`src/rtl/if_stage.sv`:
```
// Instruction fetch stage: REQ/WAIT/HOLD/DROP/EXC FSM with one outstanding imem request.
// Define IF_MISALIGN_EXC_EN to turn misaligned redirect targets into a fetch exception.
`ifndef DATAWIDTH
`define DATAWIDTH 32
`endif

module if_stage #(
  parameter logic [`DATAWIDTH-1:0] RESET_PC  = 32'h0000_0000,
  parameter logic [`DATAWIDTH-1:0] NOP_INSTR = 32'h0000_0013
) (
  input  logic                  clk,
  input  logic                  rst_n,
  input  logic                  redirect,
  input  logic [`DATAWIDTH-1:0] redirect_pc,
  input  logic                  out_allow,
  output logic                  validout,
  output logic [`DATAWIDTH-1:0] out_PC_now,
  output logic [`DATAWIDTH-1:0] out_PC_add_4,
  output logic [`DATAWIDTH-1:0] out_instr,
  output logic                  out_exc,
  output logic                  imem_req,
  output logic [`DATAWIDTH-1:0] imem_addr,
  input  logic                  imem_rvalid,
  input  logic [`DATAWIDTH-1:0] imem_rdata
);

  localparam int unsigned DW = `DATAWIDTH;

  typedef enum logic [2:0] {REQ, WAIT, HOLD, DROP, EXC} state_t;

  state_t        state_q;
  logic [DW-1:0] pc_q;
  logic [DW-1:0] instr_q;
  logic [DW-1:0] pc_now_q;
  logic [DW-1:0] pc_add4_q;
  logic          exc_q;
  logic          exc_vld_q;
  logic          pend_q;

  logic [DW-1:0] pc_inc;
  logic [DW-1:0] tgt_pc;
  logic          misaligned;
  logic          inflight;

  assign pc_inc = pc_q + DW'(4);

`ifdef IF_MISALIGN_EXC_EN
  assign misaligned = |redirect_pc[1:0];
  assign tgt_pc     = redirect_pc;
`else
  assign misaligned = 1'b0;
  assign tgt_pc     = redirect_pc & ~(DW'(3));
`endif

  // A request is still owed a response if it has not returned by the end of this cycle;
  // EXC can be entered with one pending, and it must be drained before the next fetch.
  assign inflight = ((state_q == WAIT) || (state_q == DROP) || ((state_q == EXC) && pend_q))
                    && !imem_rvalid;

  assign imem_req     = rst_n && (state_q == REQ) && !redirect;
  assign imem_addr    = pc_q;
  assign validout     = !redirect && ((state_q == HOLD) || ((state_q == EXC) && exc_vld_q));
  assign out_PC_now   = pc_now_q;
  assign out_PC_add_4 = pc_add4_q;
  assign out_instr    = instr_q;
  assign out_exc      = exc_q;

  always_ff @(posedge clk or negedge rst_n) begin
    if (!rst_n) begin
      state_q   <= REQ;
      pc_q      <= RESET_PC;
      instr_q   <= '0;
      pc_now_q  <= '0;
      pc_add4_q <= '0;
      exc_q     <= 1'b0;
      exc_vld_q <= 1'b0;
      pend_q    <= 1'b0;
    end else if (redirect) begin
      pc_q <= tgt_pc;
      if (misaligned) begin
        state_q   <= EXC;
        instr_q   <= NOP_INSTR;
        pc_now_q  <= redirect_pc;
        pc_add4_q <= redirect_pc + DW'(4);
        exc_q     <= 1'b1;
        exc_vld_q <= 1'b1;
        pend_q    <= inflight;
      end else begin
        // A response arriving in the redirect cycle is discarded directly; otherwise DROP eats it.
        state_q   <= inflight ? DROP : REQ;
        exc_q     <= 1'b0;
        exc_vld_q <= 1'b0;
        pend_q    <= 1'b0;
      end
    end else begin
      unique case (state_q)
        REQ: state_q <= WAIT;
        WAIT: begin
          if (imem_rvalid) begin
            instr_q   <= imem_rdata;
            pc_now_q  <= pc_q;
            pc_add4_q <= pc_inc;
            state_q   <= HOLD;
          end
        end
        HOLD: begin
          if (out_allow) begin
            pc_q    <= pc_inc;
            state_q <= REQ;
          end
        end
        DROP: begin
          if (imem_rvalid) state_q <= REQ;
        end
        EXC: begin
          if (out_allow && exc_vld_q) exc_vld_q <= 1'b0;
          if (imem_rvalid) pend_q <= 1'b0;
        end
        default: state_q <= REQ;
      endcase
    end
  end

endmodule
```
`config.mk`:
```
export PLATFORM = sky130hd
export DESIGN_NAME = if_stage
export DESIGN_NICKNAME = d
export VERILOG_FILES = /design/src/rtl/if_stage.sv
export SDC_FILE = /design/constraint.sdc
export NUM_CORES = 1
export LEC_CHECK = 0
export CAP_MARGIN = 20
export CORE_MARGIN = 3
export CORE_UTILIZATION = 46
export CTS_CLUSTER_DIAMETER = 50
export DETAILED_ROUTE_END_ITERATION = 6
export GPL_ROUTABILITY_DRIVEN = 0
export PLACE_DENSITY = 0.83
export SLEW_MARGIN = 20
export SYNTH_ARGS = -nofsm -noshare
export SYNTH_HDL_FRONTEND = slang
export SYNTH_SLANG_ARGS = --single-unit
```
`constraint.sdc`:
```
create_clock -name clk -period 3 [get_ports clk]
set_input_delay 0.6 -clock clk [delete_from_list [all_inputs] [get_ports clk]]
set_output_delay 0.6 -clock clk [all_outputs]
set_load 0.005 [all_outputs]
```
==> out/metrics.yaml, run 1 <==
netlist_instances: 666
clkSinkCount: 124
met1Wirelength_microns: 7442
part_of_the_yosys_area_used_for_sequential_elements_pct: 53.25
most_frequent_cells_in_the_layout: "225 x sky130_fd_sc_hd__nand2_1, 189 x sky130_fd_sc_hd__clkdlybuf4s50_1, 124 x sky130_fd_sc_hd__dfrtp_1, 47 x sky130_fd_sc_hd__o21ai_0, 36 x sky130_fd_sc_hd__nor2_1"
switching_share_pct: 28.78
outcome: "complete, no violations"
area_growth_syn_to_layout_pct: 47.46
cts_setup_buffers: 0
via_count_of_the_first_global_routing_pass: 5543
cts-root-buf: "sky130_fd_sc_hd__clkbuf_16"
final_net_count: 915
final_cell_area_sq_um: 8592
fillers: 928
share_seq_of_total_power_pct: 36.8
critical_path.reg2reg.endpoint: "imem_addr[17]$_DFFE_PN0P_"
most_common_flop_cell_mapped_by_yosys: "sky130_fd_sc_hd__dfrtp_1"
maxUsedRoutingLayer: "met4"
detail_route.wl_per_cell_microns: 17.30
synth-compound-area-share_pct: 9.620
time_the_worst_path_needs_with_i_o_delays_and_setup_ns: 2.605
cts_buffers: 17
drt_pre_antenna_iters: 5
utilization_pct: 70.36
worst-slew-pin-transition_ns: 0.9221
layout.area.seq_sq_um: 3103
via_density: 5.401
insertion_delay_ns: 0.42
htreeDepth: 4
ff2ff_setup_slack_ns: 0.40
via_count: 5547
setup_viol: 0
worstPathArrival_ns: 2.94
power-per-cell-area_nw_per_um2: 865.6
critPathLaunchType: "flop"
crit-reg2reg-launch: "imem_addr[4]$_DFFE_PN0P_"
io-pin-count: 200
layout.cells.most_common: "sky130_fd_sc_hd__nand2_1"
layout-drive-gt1-share_pct: 7.343
timing.clock.skew_ns: 0.009213
ys_seq_elements: 124
post-route-drc-count: 0
dieWidth_microns: 118.5
cp_dominant_cell_by_count: "sky130_fd_sc_hd__or4_1"
antenna_left: 0
netlist-cell-type-count: 41
wirelength_microns: 17770
fin_total_pwr_w: 0.007437
synth.area.mux_share_pct: 0.1718
global_route.usage.total_pct: 25.43
wire_length_of_the_first_global_routing_pass_microns: 28640
max_clock_freq_ghz: 0.3839
largest_fanout_on_the_critical_path: 21
crit_path_max_incr_delay_ns: 0.85
final_report_hold_violation_count: 0
postPlaceCellArea_sq_um: 7923
largest_family_of_logic_cells_by_synthesized_area: "simple AND/OR/NAND/NOR gates"
floorplan.rows: 40
yosys.area_share.simple_pct: 27.55
critPathRequiredTime_ns: 3.34
number_of_antenna_violations_at_the_first_check_in_global_routing: 1
drt_iter0_drc: 522
worst_slew_margin_rel_pct: 38.46
timing.setup.tns_ns: 0
drv_cap: 0
path_cells: "nand3_1, or4_1, or4_1, a31oi_1"
placement.io_buffers: 190
p_comb_share_pct: 32.5
maxSlewViolCount: 0
multi_input_area_sq_um: 2482
fin_crit_sh_pct: 86.83
clock_tree_from_tritoncts: "yes"
grt_start_max_net_pins: 125
xor_xnor_portion_of_the_synthesized_cell_area_pct: 4.058
r2r.worst_path.cells: 4
cpMaxStageDelayCell: "sky130_fd_sc_hd__or4_1"
worstSetupStartpoint: "imem_addr[4]$_DFFE_PN0P_"
internal_power_w: 0.005297
grt_remaining_overflow: 0
routed-wl-met3_microns: 1313
vdd.ir_drop.worst_mv: 0.4475
cts-resized-gates: 0
hold_wc_path_type: "primary input to async pin"
setup_repair_after_global_routing_missed_its_margin: "false"
synth_warnings: 0
cts_buffer_depth: 2
post_synth_fa_ha_maj_area_fraction_pct: 0.2147
dieArea_sq_um: 14050
initial_utilization_pct: 47.72
area_of_the_mapped_netlist_sq_um: 5827
startpoint_to_endpoint_class_of_the_critical_path: "flop to flop"
cts-hold-fix-buffers: 0
fp.coreArea_sq_um: 12210
worst_setup_path_end_kind: "flop"
reported_leakage_power_nw: 3.667
dpl.hpwl_microns: 12330
clkPwrFrac_pct: 30.8
wl_met2_microns: 8634
ys_async_sr_fraction_pct: 100.0
synth_edf_count: 0
clkSlewWorstSetupHoldPaths_ns: 0.06
height_of_the_chip_microns: 118.5
synth_area_per_cell_sq_um: 8.749
total_switching_power_w: 0.002140
[layer usage]
metal | vias to the layer above | GRT usage, %
met3 | 36 | 6.746
met4 | 0 | 9.341
met2 | 263 | 42.27
met1 | 2647 | 31.97
li1 | 2601 | -
met5 | - | 0
[worst max path at each step]
stage / to / slack [ns] / depth (start not counted)
6_report: imem_addr[17]$_DFFE_PN0P_ / 0.40 / 4
5_1_grt: imem_addr[17]$_DFFE_PN0P_ / 0.28 / 4
4_1_cts: imem_req / 0.45 / 3
3_5_place_dp: imem_addr[31]$_DFFE_PN0P_ / 0.24 / 6
3_3_place_gp: imem_addr[31]$_DFFE_PN0P_ / 0.27 / 6
2_1_floorplan: imem_addr[22]$_DFFE_PN0P_ / 0.84 / 6
[state kept, by name, summed over array words and instances (netlist names)]
register      flops
out_instr        32
out_PC_now       30
imem_addr        30
state_q           2
out_PC_add_4     30
[cell families after synthesis]
family | after synthesis
buffers and inverters | 64
flip-flops | 124
adder cells (fa/ha/maj) | 1
AND/OR/NAND/NOR | 354
other | 1
multiplexers | 1
XOR/XNOR | 27
AO/OA/AOI/OAI | 94
[synthesized netlist by cell type, types with 3 or more instances]
cell type                    n  share of area [%]
sky130_fd_sc_hd__nand3_1    13                1.1
sky130_fd_sc_hd__buf_4      12                1.5
sky130_fd_sc_hd__clkbuf_1   39                2.5
sky130_fd_sc_hd__nand4b_1    3               0.45
sky130_fd_sc_hd__xor2_1      9                1.4
sky130_fd_sc_hd__nand2b_1    3               0.32
sky130_fd_sc_hd__xnor2_1    18                2.7
sky130_fd_sc_hd__o21ai_0    47                4.0
sky130_fd_sc_hd__nor3_1      8               0.69
sky130_fd_sc_hd__nor2_1     36                2.3
sky130_fd_sc_hd__a31oi_1    27                2.9
sky130_fd_sc_hd__or4_1      13                1.7
sky130_fd_sc_hd__or3_1      16                1.7
sky130_fd_sc_hd__and4_1      6               0.90
sky130_fd_sc_hd__nand4_1    15                1.6
sky130_fd_sc_hd__nand2_1   225                 14
sky130_fd_sc_hd__nor4_1      5               0.54
sky130_fd_sc_hd__dfrtp_1   124                 53
sky130_fd_sc_hd__buf_2       8               0.69
sky130_fd_sc_hd__o31ai_1    11                1.4
sky130_fd_sc_hd__inv_1       3               0.19
[worst max-delay path, delay by kind of cell (launching register included)]
family,cells,cell delay [ns]
and+or+nand+nor,3,1.79
AOI/OAI and AO/OA,1,0.19
DFF,1,0.55
[cell type report]
cell class                      count  area share [%]
Antenna cell                        1         0.02912
Sequential cell                   124           36.11
Timing Repair Buffer              215           24.63
Inverter                            3          0.1311
Tap cell                          168           2.446
Clock buffer                       19           5.272
Clock inverter                     13           2.490
Multi-Input combinational cell    484           28.89
[stage by stage]
step	hold slack, ns	instances	setup slack, ns
floorplan	0.3044	672	0.8411
global placement	0.4573	994	0.2749
detailed placement	0.4614	994	0.2380
CTS	0.3461	1026	0.4521
global route	0.3722	1026	0.2832
finish	0.2815	1027	0.3950
[power by group through the flow]
| stage | combinational [W] | sequential [W] | clock, W |
|---|---|---|---|
| floorplan | 0.000724 | 0.00273 | 0 |
| global placement | 0.00236 | 0.00270 | 0 |
| detailed placement | 0.00242 | 0.00275 | 0 |
| CTS | 0.00245 | 0.00273 | 0.00231 |
| global route | 0.00262 | 0.00282 | 0.00238 |
| finish | 0.00241 | 0.00273 | 0.00229 |
Note: power is estimated with default switching activity, not from simulation.
==> run 2, diff against run 1 <==
- CTS_CLUSTER_DIAMETER: 50 -> default
- REMOVE_ABC_BUFFERS: default -> 1
==> run 2 against run 1 <==
  * Combinational power is 2% lower
  * Setup slack better by 0.12 ns
  * Global-route usage decreased by 0.93 points
  * First-iteration DRC count shrank 8.8%
  * Register-to-register slack improved by 0.12 ns
  * Largest cell class unchanged
  * Clock skew decreased by 0.0047 ns
  * Via count is 2.1% lower
  * Non-clock buffer count shrank 5
  * Sequential share of layout area up 0.43 points
  * Total power fell by 3.8%
  * Critical endpoint is now imem_addr[31]$_DFFE_PN0P_
==> out/metrics.yaml, run 2 (synthesis results as in run 1) <==
critPathRequiredTime_ns: 3.33  # was 3.34 ns
dpl_worst_slack_ns: 0.1417  # was 0.2380 ns
r2r.worst_path.cells: 4  # unchanged
timing.setup.tns_ns: 0  # unchanged
worstSetupStartpoint: "out_allow"  # was imem_addr[4]$_DFFE_PN0P_
final_net_count: 910  # was 915
utilization_pct: 69.53  # was 70.36%
final_critical_path_setup_slack_ns: 0.5144  # was 0.3950 ns
floorplan.rows: 40  # unchanged
startpoint_to_endpoint_class_of_the_critical_path: "primary input to flop"  # was flop to flop
clkSlewWorstSetupHoldPaths_ns: 0.05  # was 0.06 ns
final_cell_area_sq_um: 8491  # was 8592 sq um
timing.critical_path.to: "imem_addr[31]$_DFFE_PN0P_"  # was imem_addr[17]$_DFFE_PN0P_
timing.clock.skew_ns: 0.004514  # was 0.009213 ns
clkSinkCount: 124  # unchanged
worstPathArrival_ns: 2.81  # was 2.94 ns
most_frequent_cells_in_the_layout: "225 x sky130_fd_sc_hd__nand2_1, 189 x sky130_fd_sc_hd__clkdlybuf4s50_1, 124 x sky130_fd_sc_hd__dfrtp_1, 47 x sky130_fd_sc_hd__o21ai_0, 36 x sky130_fd_sc_hd__nor2_1"  # unchanged
drt_pre_antenna_iters: 5  # unchanged
worst_setup_path_end_kind: "flop"  # unchanged
hold_wc_path_type: "primary input to async pin"  # unchanged
initial_utilization_pct: 47.72  # unchanged
largest_register_ffs: 32  # unchanged
grt_remaining_overflow: 0  # unchanged
layout-drive-gt1-share_pct: 6.338  # was 7.343%
io-pin-count: 200  # unchanged
ff2ff_setup_slack_ns: 0.52  # was 0.40 ns
antenna_left: 0  # unchanged
placement.io_buffers: 190  # unchanged
setup_viol: 0  # unchanged
fillers: 981  # was 928
drv_cap: 0  # unchanged
time_the_worst_path_needs_with_i_o_delays_and_setup_ns: 2.486  # was 2.605 ns
height_of_the_chip_microns: 118.5  # unchanged
clock_tree_from_tritoncts: "yes"  # unchanged
htreeDepth: 4  # unchanged
antenna_cells: 0  # was 1
cts-hold-fix-buffers: 0  # unchanged
insertion_delay_ns: 0.41  # was 0.42 ns
cts_buffer_depth: 2  # unchanged
grt_start_max_net_pins: 74  # was 125
critPathLaunchType: "primary input"  # was flop
dieWidth_microns: 118.5  # unchanged
fin_total_pwr_w: 0.007157  # was 0.007437 W
detail_route.wl_per_cell_microns: 16.76  # was 17.30 microns
final_report_hold_violation_count: 0  # unchanged
via_count_of_the_first_global_routing_pass: 5306  # was 5,543
drt_iter0_drc: 476  # was 522
fp.coreArea_sq_um: 12210  # unchanged
cts_setup_buffers: 0  # unchanged
layout.cells.most_common: "sky130_fd_sc_hd__nand2_1"  # unchanged
via_count: 5430  # was 5,547
wirelength_microns: 17100  # was 17,770 microns
cts-resized-gates: 0  # unchanged
fin_crit_sh_pct: 82.85  # was 86.83%
number_of_antenna_violations_at_the_first_check_in_global_routing: 0  # was 1
reported_leakage_power_nw: 3.619  # was 3.667 nW
cts_buffers: 17  # unchanged
crit-reg2reg-launch: "imem_addr[8]$_DFFE_PN0P_"  # was imem_addr[4]$_DFFE_PN0P_
via_density: 5.324  # was 5.401
worst-slew-pin-transition_ns: 0.9389  # was 0.9221 ns
dieArea_sq_um: 14050  # unchanged
multi_input_area_sq_um: 2482  # unchanged
setup_repair_after_global_routing_missed_its_margin: "false"  # unchanged
largest_fanout_on_the_critical_path: 13  # was 21
dpl.hpwl_microns: 11820  # was 12,330 microns
critical_path.reg2reg.endpoint: "imem_addr[17]$_DFFE_PN0P_"  # unchanged
power-per-cell-area_nw_per_um2: 843.0  # was 865.6 nW/um^2
global_route.usage.total_pct: 24.50  # was 25.43%
outcome: "complete, no violations"  # unchanged
cts-root-buf: "sky130_fd_sc_hd__clkbuf_16"  # unchanged
post-route-drc-count: 0  # unchanged
postPlaceCellArea_sq_um: 7898  # was 7923 sq um
layout.area.seq_sq_um: 3103  # unchanged
vdd.ir_drop.worst_mv: 0.4214  # was 0.4475 mV
area_growth_syn_to_layout_pct: 45.72  # was 47.46%
worst_slew_margin_rel_pct: 37.41  # was 38.46%
wire_length_of_the_first_global_routing_pass_microns: 27610  # was 28,640 microns
maxSlewViolCount: 0  # unchanged
max_clock_freq_ghz: 0.4023  # was 0.3839 GHz
[run 2: changes by cell type in the layout (fill, tap and decap cells not counted)]
cell / previous run / this run
sky130_fd_sc_hd__clkinv_2: 1 / 5
sky130_fd_sc_hd__buf_12: 2 / 3
sky130_fd_sc_hd__inv_6: 1 / 0
sky130_fd_sc_hd__bufinv_16: 5 / 3
sky130_fd_sc_hd__clkinvlp_4: 2 / 0
sky130_fd_sc_hd__diode_2: 1 / 0
sky130_fd_sc_hd__buf_4: 23 / 17
sky130_fd_sc_hd__clkbuf_1: 0 / 3
sky130_fd_sc_hd__clkbuf_8: 2 / 3
sky130_fd_sc_hd__clkinv_4: 4 / 0
[run 2: worst min-delay path by stage]
stage,to,slack (ns),from
finish,out_PC_add_4[3]$_DFFE_PN0P_,0.40,rst_n
global route,out_PC_add_4[3]$_DFFE_PN0P_,0.48,rst_n
CTS,out_PC_now[11]$_DFFE_PN0P_,0.45,rst_n
detailed placement,out_instr[0]$_DFFE_PN0P_,0.46,out_instr[0]$_DFFE_PN0P_
global placement,out_instr[4]$_DFFE_PN0P_,0.46,out_instr[4]$_DFFE_PN0P_
floorplan,imem_addr[10]$_DFFE_PN0P_,0.30,rst_n
[run 2: stage by stage]
step	instances	hold WS, ns
after floorplan	611	0.3044
after global placement	989	0.4556
after detailed placement	989	0.4611
after CTS	1020	0.4505
after global routing	1020	0.4778
final	1020	0.4012
[run 2: power by group]
part | internal [W] | switching [W]
clock | 0.00136 | 0.000703
sequential | 0.00231 | 0.000416
combinational | 0.00146 | 0.000906
[run 2: routing by layer]
layer | track usage (%) | vias to the layer above | wire [microns]
li1 | - | 2590 | -
met1 | 30.80 | 2591 | 7050
met2 | 40.04 | 219 | 8556
met3 | 6.842 | 30 | 1117
met4 | 9.848 | 0 | 375
met5 | 0 | - | 0
[run 2: final cells by class]
cell class	count	area share [%]
clock inverters	8	1.356
well taps	168	2.476
repair buffers	210	24.62
clock buffers	23	5.629
flip-flops and latches	124	36.55
multi-input cells	484	29.24
inverters	3	0.1326
[run 2: worst max-delay path, cell delays in order]
cell and delay, ns:
sky130_fd_sc_hd__clkdlybuf4s50_1 0.55, sky130_fd_sc_hd__nand4_1 0.16, sky130_fd_sc_hd__or4_1 0.75, sky130_fd_sc_hd__or4_1 0.56, sky130_fd_sc_hd__a31oi_1 0.19
==> run 3, diff against run 2 <==
- clock period: 3 -> 2.4 ns (I/O delays scaled with it)
==> run 3 against run 2 <==
  * First-iteration DRC count grew 26%
  * Design area grew 1.8%
  * Worst hold slack lost 0.19 ns
  * Total power grew 23%
  * Sequential power grew 24%
  * Critical path depth shrank 1
  * Flip-flop and latch count is the same
  * Global-route usage grew 0.46 points
  * Non-clock buffer count grew 25
==> out/metrics.yaml, run 3 (synthesis results as in run 1) <==
global_route.usage.total_pct: 24.96  # was 24.50%
via_density: 5.395  # was 5.324
dieArea_sq_um: 14050  # unchanged
vdd.ir_drop.worst_mv: 0.5382  # was 0.4214 mV
worstPathArrival_ns: 1.75  # was 2.81 ns
clkSinkCount: 124  # unchanged
setup_viol: 0  # unchanged
most_frequent_cells_in_the_layout: "225 x sky130_fd_sc_hd__nand2_1, 188 x sky130_fd_sc_hd__clkdlybuf4s50_1, 124 x sky130_fd_sc_hd__dfrtp_1, 47 x sky130_fd_sc_hd__o21ai_0, 41 x sky130_fd_sc_hd__buf_4"  # was 225 x sky130_fd_sc_hd__nand2_1, 189 x sky130_fd_sc_hd__clkdlybuf4s50_1, 124 x sky130_fd_sc_hd__dfrtp_1, 47 x sky130_fd_sc_hd__o21ai_0, 36 x sky130_fd_sc_hd__nor2_1
dieWidth_microns: 118.5  # unchanged
utilization_pct: 70.80  # was 69.53%
area_growth_syn_to_layout_pct: 48.38  # was 45.72%
power-per-cell-area_nw_per_um2: 1020  # was 843.0 nW/um^2
wirelength_microns: 17530  # was 17,100 microns
ff2ff_setup_slack_ns: 0.23  # was 0.52 ns
drt_iter0_drc: 602  # was 476
timing.critical_path.to: "validout"  # was imem_addr[31]$_DFFE_PN0P_
hold_wc_path_type: "primary input to async pin"  # unchanged
crit-reg2reg-launch: "imem_addr[2]$_DFFE_PN0P_"  # was imem_addr[8]$_DFFE_PN0P_
htreeDepth: 4  # unchanged
dpl.hpwl_microns: 12480  # was 11,820 microns
critical_path.reg2reg.endpoint: "imem_addr[22]$_DFFE_PN0P_"  # was imem_addr[17]$_DFFE_PN0P_
worstSetupStartpoint: "redirect"  # was out_allow
time_the_worst_path_needs_with_i_o_delays_and_setup_ns: 2.230
floorplan.rows: 40  # unchanged
critPathRequiredTime_ns: 1.92  # was 3.33 ns
number_of_antenna_violations_at_the_first_check_in_global_routing: 0  # unchanged
layout-drive-gt1-share_pct: 9.453  # was 6.338%
insertion_delay_ns: 0.40  # was 0.41 ns
worst_setup_path_end_kind: "output port"  # was flop
cts_buffer_depth: 2  # unchanged
critPathLaunchType: "primary input"  # unchanged
worst-slew-pin-transition_ns: 0.7376  # was 0.9389 ns
grt_start_max_net_pins: 60  # was 74
cp_dominant_cell_by_count: "sky130_fd_sc_hd__clkdlybuf4s50_1"  # was sky130_fd_sc_hd__or4_1
fin_total_pwr_w: 0.008817  # was 0.007157 W
placement.io_buffers: 190  # unchanged
final_net_count: 935  # was 910
final_cell_area_sq_um: 8646  # was 8491 sq um
clkSlewWorstSetupHoldPaths_ns: 0.06  # was 0.05 ns
hold_ws_ns: 0.2069  # was 0.4012 ns
via_count_of_the_first_global_routing_pass: 5628  # was 5,306
fp.coreArea_sq_um: 12210  # unchanged
max_clock_freq_ghz: 0.4485
detail_route.wl_per_cell_microns: 16.76  # about the same
path_cells: "clkdlybuf4s50_1, buf_4, nor2_1, clkdlybuf4s50_1"  # was clkdlybuf4s50_1, nand4_1, or4_1, or4_1, a31oi_1
final_report_hold_violation_count: 0  # unchanged
grt_remaining_overflow: 0  # unchanged
postPlaceCellArea_sq_um: 8078  # was 7898 sq um
largest_register_ffs: 32  # unchanged
reported_leakage_power_nw: 3.718  # was 3.619 nW
wire_length_of_the_first_global_routing_pass_microns: 28720  # was 27,610 microns
drt_pre_antenna_iters: 5  # unchanged
layout.area.seq_sq_um: 3103  # unchanged
antenna_cells: 0  # unchanged
crit_path_max_incr_delay_ns: 0.51  # was 0.75 ns
io-pin-count: 200  # unchanged
antenna_left: 0  # unchanged
timing.setup.tns_ns: 0  # unchanged
outcome: "complete, no violations"  # unchanged
layout.cells.most_common: "sky130_fd_sc_hd__nand2_1"  # unchanged
drv_cap: 0  # unchanged
r2r.worst_path.cells: 5  # was 4
cpMaxStageDelayCell: "sky130_fd_sc_hd__clkdlybuf4s50_1"  # was sky130_fd_sc_hd__or4_1
clock_tree_from_tritoncts: "yes"  # unchanged
cts-root-buf: "sky130_fd_sc_hd__clkbuf_16"  # unchanged
startpoint_to_endpoint_class_of_the_critical_path: "primary input to output port"  # was primary input to flop
timing.clock.skew_ns: 0.008197  # was 0.004514 ns
cts_buffers: 17  # unchanged
fin_crit_sh_pct: 92.90
largest_fanout_on_the_critical_path: 20  # was 13
via_count: 5643  # was 5,430
setup_repair_after_global_routing_missed_its_margin: "false"  # unchanged
fillers: 939  # was 981
initial_utilization_pct: 47.72  # unchanged
height_of_the_chip_microns: 118.5  # unchanged
worst_slew_margin_rel_pct: 50.82  # was 37.41%
post-route-drc-count: 0  # unchanged
cts_setup_buffers: 0  # unchanged
multi_input_area_sq_um: 2486  # was 2482 sq um
maxSlewViolCount: 0  # unchanged
[run 3: changes by cell type in the layout (fill, tap and decap cells not counted), moves of 2 or more]
cell / before / now
sky130_fd_sc_hd__clkinv_4: 0 / 2
sky130_fd_sc_hd__clkbuf_1: 3 / 0
sky130_fd_sc_hd__clkinvlp_4: 0 / 6
sky130_fd_sc_hd__buf_4: 17 / 41
sky130_fd_sc_hd__bufinv_16: 3 / 1
sky130_fd_sc_hd__clkbuf_8: 3 / 0
[run 3: how the worst min path moves through the flow]
stage                           endpoint  slack, ns
2_1_floorplan  imem_addr[10]$_DFFE_PN0P_       0.18
3_3_place_gp   out_PC_now[2]$_DFFE_PN0P_       0.31
3_5_place_dp   out_PC_now[3]$_DFFE_PN0P_       0.31
4_1_cts         imem_addr[2]$_DFFE_PN0P_       0.23
5_1_grt         imem_addr[6]$_DFFE_PN0P_       0.25
6_report        imem_addr[2]$_DFFE_PN0P_       0.21
[run 3: what timing repair did]
| action | 4_1_cts | 5_1_grt |
|---|---|---|
| hold buffers | 1 | 0 |
| endpoints found under the setup margin | 0 | 2 |
| resized for setup | 0 | 2 |
| hold endpoints to repair | 13 | 0 |
[run 3: per-layer routing]
metal  GRT usage, %  up-vias  routed length (microns)
met4          7.965        0                      441
met3          5.933       45                     1103
met2          42.31      263                     8731
met1          31.61     2697                     7250
met5              0        -                        0
li1               -     2638                        -
[run 3: metrics by stage]
step	std cells	worst slack (ns)
after floorplan	611	-4.907
after global placement	1013	-0.007464
after detailed placement	1013	-0.05161
after CTS	1046	0.04356
after global routing	1046	0.05968
final	1046	0.1704
[run 3: where the power goes]
group	switching (W)	total (W)	internal, W
Combinational	0.00120	0.00308	0.00188
Clock	0.000964	0.00238	0.00142
Sequential	0.000474	0.00336	0.00288
Total	0.00264	0.00882	0.00618
[run 3: worst max-delay path: cells and delay by family]
family | cells | cell delay [ns]
buffers and inverters | 3 | 1.15
AND/OR/NAND/NOR | 1 | 0.12
[run 3: cell type report]
type	count	area share, %
timing repair buffer	235	26.41
multi-input combinational	484	28.76
inverter	3	0.1302
sequential	124	35.89
clock buffer	17	4.920
tap	168	2.431
clock inverter	15	1.462
